--- src/rtl/bus_arbiter.sv ---
// Round-robin bus arbiter: IDLE -> BUSY -> RELEASE -> IDLE, one owner at a time.
// Define BUS_ARB_TIMEOUT_EN to force release of an owner after TIMEOUT_CYCLES busy cycles.
module bus_arbiter #(
  parameter int NUM_MASTERS    = 2,
  parameter int ID_W           = $clog2(NUM_MASTERS),
  parameter int TIMEOUT_CYCLES = 1024
) (
  input  logic                   clk,
  input  logic                   rst_n,
  input  logic [NUM_MASTERS-1:0] m_req,
  input  logic [NUM_MASTERS-1:0] m_done,
  output logic [NUM_MASTERS-1:0] grant,
  output logic [ID_W-1:0]        grant_id,
  output logic                   bus_busy,
  output logic                   timeout_err
);

  localparam logic [1:0] IDLE    = 2'd0;
  localparam logic [1:0] BUSY    = 2'd1;
  localparam logic [1:0] RELEASE = 2'd2;
  localparam logic [ID_W-1:0] PTR_RST = ID_W'(NUM_MASTERS - 1);

  if (NUM_MASTERS < 2 || TIMEOUT_CYCLES < 2) begin : g_cfg_err
    $error("bus_arbiter: NUM_MASTERS and TIMEOUT_CYCLES must be >= 2");
  end

  logic [1:0]             state;
  logic [ID_W-1:0]        rr_ptr;
  logic                   pick_vld;
  logic [ID_W-1:0]        pick_id;
  logic [ID_W-1:0]        scan_id;
  logic [NUM_MASTERS-1:0] pick_oh;
  logic                   owner_rel;
  logic                   force_rel;

  // Search upward from the last winner, wrapping, so the last winner is checked last.
  always_comb begin
    pick_vld = 1'b0;
    pick_id  = '0;
    scan_id  = '0;
    for (int i = 1; i <= NUM_MASTERS; i++) begin
      scan_id = ID_W'((int'(rr_ptr) + i) % NUM_MASTERS);
      if (!pick_vld && m_req[scan_id]) begin
        pick_vld = 1'b1;
        pick_id  = scan_id;
      end
    end
  end

  for (genvar g = 0; g < NUM_MASTERS; g++) begin : g_oh
    assign pick_oh[g] = (pick_id == ID_W'(g));
  end

  assign owner_rel = m_done[grant_id] | ~m_req[grant_id];

`ifdef BUS_ARB_TIMEOUT_EN
  localparam int CNT_W = $clog2(TIMEOUT_CYCLES);

  logic [CNT_W-1:0] to_cnt;
  logic             to_hit;

  assign to_hit    = (to_cnt == CNT_W'(TIMEOUT_CYCLES - 1));
  assign force_rel = owner_rel | to_hit;

  // Counter sits at zero outside BUSY, so every burst starts counting from zero.
  always_ff @(posedge clk or negedge rst_n) begin
    if (!rst_n) begin
      to_cnt      <= '0;
      timeout_err <= 1'b0;
    end else begin
      to_cnt      <= (state == BUSY) ? to_cnt + 1'b1 : '0;
      timeout_err <= (state == BUSY) && to_hit && !owner_rel;
    end
  end
`else
  assign force_rel   = owner_rel;
  assign timeout_err = 1'b0;
`endif

  always_ff @(posedge clk or negedge rst_n) begin
    if (!rst_n) begin
      state    <= IDLE;
      rr_ptr   <= PTR_RST;
      grant    <= '0;
      grant_id <= '0;
      bus_busy <= 1'b0;
    end else begin
      case (state)
        IDLE: begin
          if (pick_vld) begin
            grant    <= pick_oh;
            grant_id <= pick_id;
            bus_busy <= 1'b1;
            rr_ptr   <= pick_id;
            state    <= BUSY;
          end
        end
        BUSY: begin
          if (force_rel) begin
            grant    <= '0;
            bus_busy <= 1'b0;
            state    <= RELEASE;
          end
        end
        RELEASE: state <= IDLE;
        default: begin
          grant    <= '0;
          bus_busy <= 1'b0;
          state    <= IDLE;
        end
      endcase
    end
  end

endmodule

--- config.mk ---
export PLATFORM = sky130hd
export DESIGN_NAME = bus_arbiter
export DESIGN_NICKNAME = d
export VERILOG_FILES = /design/src/rtl/bus_arbiter.sv
export SDC_FILE = /design/constraint.sdc
export NUM_CORES = 1
export LEC_CHECK = 0
export ABC_CLOCK_PERIOD_IN_PS = 2500
export CAP_MARGIN = 20
export CORE_AREA = 2 2 39 41
export CTS_CLUSTER_SIZE = 10
export DETAILED_ROUTE_END_ITERATION = 7
export DIE_AREA = 0 0 41 43
export GPL_ROUTABILITY_DRIVEN = 1
export PLACE_DENSITY = 0.5
export SYNTH_ARGS = -nofsm -noshare
export SYNTH_HDL_FRONTEND = slang
export SYNTH_SLANG_ARGS = --single-unit
--- constraint.sdc ---
create_clock -name clk -period 2.5 [get_ports clk]
set_input_delay 0.5 -clock clk [delete_from_list [all_inputs] [get_ports clk]]
set_output_delay 0.5 -clock clk [all_outputs]
set_load 0.02 [all_outputs]
==> impl_metrics.py <==
metrics = {
    "run_status": {
        "status": "complete, no violations",
    },
    "yosys": {
        "async_flop_share": 1.00,
        "syn_area_um2": 383,
        "synth_ff_type": "dfrtp_1",
        "synth.most_common_cell": "dfrtp_1",
        "synth-seq-area-share": 0.461,
        "post_synth_inst_count": 38,
        "synth.ff_latch_count": 7,
        "yosys-top-cells-count": "dfrtp_1, a21oi_1, a31oi_1, inv_1, nor2_1",
        "syn_nets": 44,
        "yosys_warnings": 0,
        "synth-edff-count": 0,
        "synth.largest_area_cell": "dfrtp_1",
        "yosysTopAreaCellShare": 0.392,
        "synth_area_per_cell_um2": 10.1,
        "synthTopCellsByArea": "dfrtp_1, dfstp_2, o22ai_2",
        "synth_cell_types": 21,
    },
    "clock_tree": {
        "cts-resized-gates": 0,
        "numCtsBuffers": 3,
        "cts_tree": "yes",
        "hold_buffers": 0,
        "clk_latency_ps": 250,
        "cts.sinks": 7,
        "post_cts_buffers": 0,
        "clk_pin_slew_ps": 50,
        "cts_root_buffer": "clkbuf_4",
        "clock_path_buffers": 2,
        "h-tree-depth": 1,
    },
    "global_routing": {
        "globalRoute.busiestLayer": "met2",
        "globalRouteOverflowTotal": 0,
        "grt_pass1_vias": 343,
        "met1_usage": 0.150,
        "grt_max_degree": 10,
        "grtUsageMet3": 0.0419,
        "grtUsageMet2": 0.166,
        "grt_use_total": 0.120,
        "grt_pass1_wl_mm": 1.42,
        "antenna_found_initial": 0,
    },
    "route": {
        "final_antenna_net_count": 0,
        "drc": 0,
        "drt_wl_total_um": 792,
        "vias": 327,
        "avgViaCountPerCell": 5.03,
        "wl_per_cell_um": 12.2,
        "drt_iter0_markers": 2,
        "firstDrtPassIters": 2,
    },
    "power": {
        "total_power_mw": 0.601,
        "p_int_mw": 0.365,
        "power_density_mw_per_mm2": 1190,
        "sw_frac_of_total": 0.393,
        "clock_power_share": 0.167,
        "p_seq_frac": 0.403,
        "max-vdd-ir-drop_v": 0.000408,
        "cellLeakagePower_nw": 0.201,
        "power.net_switching_mw": 0.236,
        "comb_power_share": 0.430,
    },
    "finish": {
        "final_cells": 65,
        "fillers": 135,
        "diodes": 0,
        "drive_gt1_frac": 0.184,
        "finalNetCount": 56,
        "area_growth_pct": 32.4,
    },
    "critical_path": {
        "worstPathArrival_ps": 1330,
        "crit_buf_inv": 1,
        "crit_path_end_kind": "primary output",
        "cp.required_ps": 2000,
        "path_cells": "clkdlybuf4s50_1",
        "cp_top_family": "buffers and inverters",
        "worst_path_largest_cell_delay_ps": 640,
        "cp_slowest_cell": "clkdlybuf4s50_1",
        "critPathKind": "flip-flop to primary output",
        "cp_max_fo": 6,
        "crit_path_start_kind": "flip-flop",
    },
    "sta": {
        "final_max_slew_viol_count": 0,
        "setup_viol": 0,
        "skew_ps": 3.90,
        "worst_hold_slack_ps": 507,
        "hold_viol": 0,
        "rsz0062_at_grt": "false",
        "period_share": 0.734,
        "fmax_ghz": 0.545,
        "fin_crit_ps": 1830,
        "setup_tns_ps": 0,
    },
    "die": {
        "die_y_um": 43,
        "rows": 14,
        "boundaryPins": 11,
        "core-area_mm2": 0.00138,
        "die_w_um": 41,
        "start_util": 0.277,
        "die_area_mm2": 0.00176,
    },
    "min_path": {
        "hp-class": "input port to async pin",
    },
    "job": {
        "cap_violations": 0,
    },
    "place": {
        "gp_congestion": 0.669,
        "portBuffers": 9,
        "hpwlAfterDp_um": 607,
        "dp_cells": 61,
    },
}
-- stage by stage --
| step | worst slack, ps | cell area (um^2) | utilization |
|---|---|---|---|
| floorplan | 1390 | 383 | - |
| global placement | 758 | 480 | 0.347 |
| detailed placement | 765 | 480 | 0.347 |
| CTS | 651 | 507 | 0.366 |
| global route | 611 | 507 | 0.366 |
| finish | 666 | 507 | 0.366 |
-- worst register-to-register path, cell delays in order (launching register included) --
cell and delay [ps]:
dfrtp_1 420, nor4b_2 320, nor2_1 130, o22ai_2 170
-- logic make-up (layout without fill, tap and decap cells) --
family,Yosys count,count (layout),share of synthesized area
buffers and inverters,5,16,0.0621
and+or+nand+nor,12,12,0.219
AOI/OAI and AO/OA,13,13,0.248
DFF,7,7,0.461
other,1,1,0.00979
-- state kept, by name (all words and copies together), names as in the netlist --
| register | count |
|---|---|
| bus_busy | 1 |
| state | 2 |
| grant | 2 |
| grant_id | 1 |
| rr_ptr | 1 |
-- cells in the final DEF, fill, tap and decap left out --
| cell | count |
|---|---|
| a211oi_1 | 1 |
| a21oi_1 | 3 |
| a31oi_1 | 3 |
| a32o_1 | 1 |
| a32oi_1 | 1 |
| and3_1 | 1 |
| and4bb_1 | 1 |
| clkbuf_1 | 1 |
| clkbuf_4 | 3 |
| clkdlybuf4s50_1 | 9 |
| conb_1 | 1 |
| dfrtp_1 | 6 |
| dfstp_2 | 1 |
| inv_1 | 3 |
| nand2_1 | 2 |
| nand2b_1 | 2 |
| nor2_1 | 3 |
| nor3b_2 | 1 |
| nor4b_2 | 1 |
| o21ai_0 | 2 |
| o22ai_2 | 2 |
| or2_2 | 1 |
-- power by group through the flow --
stage,combinational (mW),clock [mW],sequential [mW]
after floorplan,0.153,0,0.252
after global placement,0.255,0,0.243
after detailed placement,0.258,0,0.246
after CTS,0.262,0.104,0.244
after global routing,0.287,0.111,0.255
final,0.259,0.100,0.242
-- worst paths after layout --
check                      startpoint        to  slack (ps)  depth (start not counted)
min reg2reg                    rr_ptr    rr_ptr         520                          2
max reg2reg                  state[1]  grant[0]        1370                          3
min in group clk               rr_ptr    rr_ptr         520                          2
max                          grant_id  grant_id         670                          1
min                             rst_n  bus_busy         510                          1
max in group asynchronous       rst_n    rr_ptr        1700                          1
-- area by class of cell --
type,instances,area (um^2),area share
Multi-Input combinational cell,26,183,0.360
Sequential cell,7,176,0.348
Timing Repair Buffer,9,90.1,0.178
Clock buffer,4,26.3,0.0519
Tap cell,16,20.0,0.0395
Inverter,3,11.3,0.0222
-- metal layers --
metal | vias to the layer above | part of all wire | routed length (um)
met2 | 11 | 0.42 | 333
li1 | 161 | - | -
met3 | 4 | 0.080 | 63
met4 | 0 | 0.033 | 26
met1 | 151 | 0.46 | 368
met5 | - | 0 | 0
Note: power is estimated with default switching activity, not from simulation.
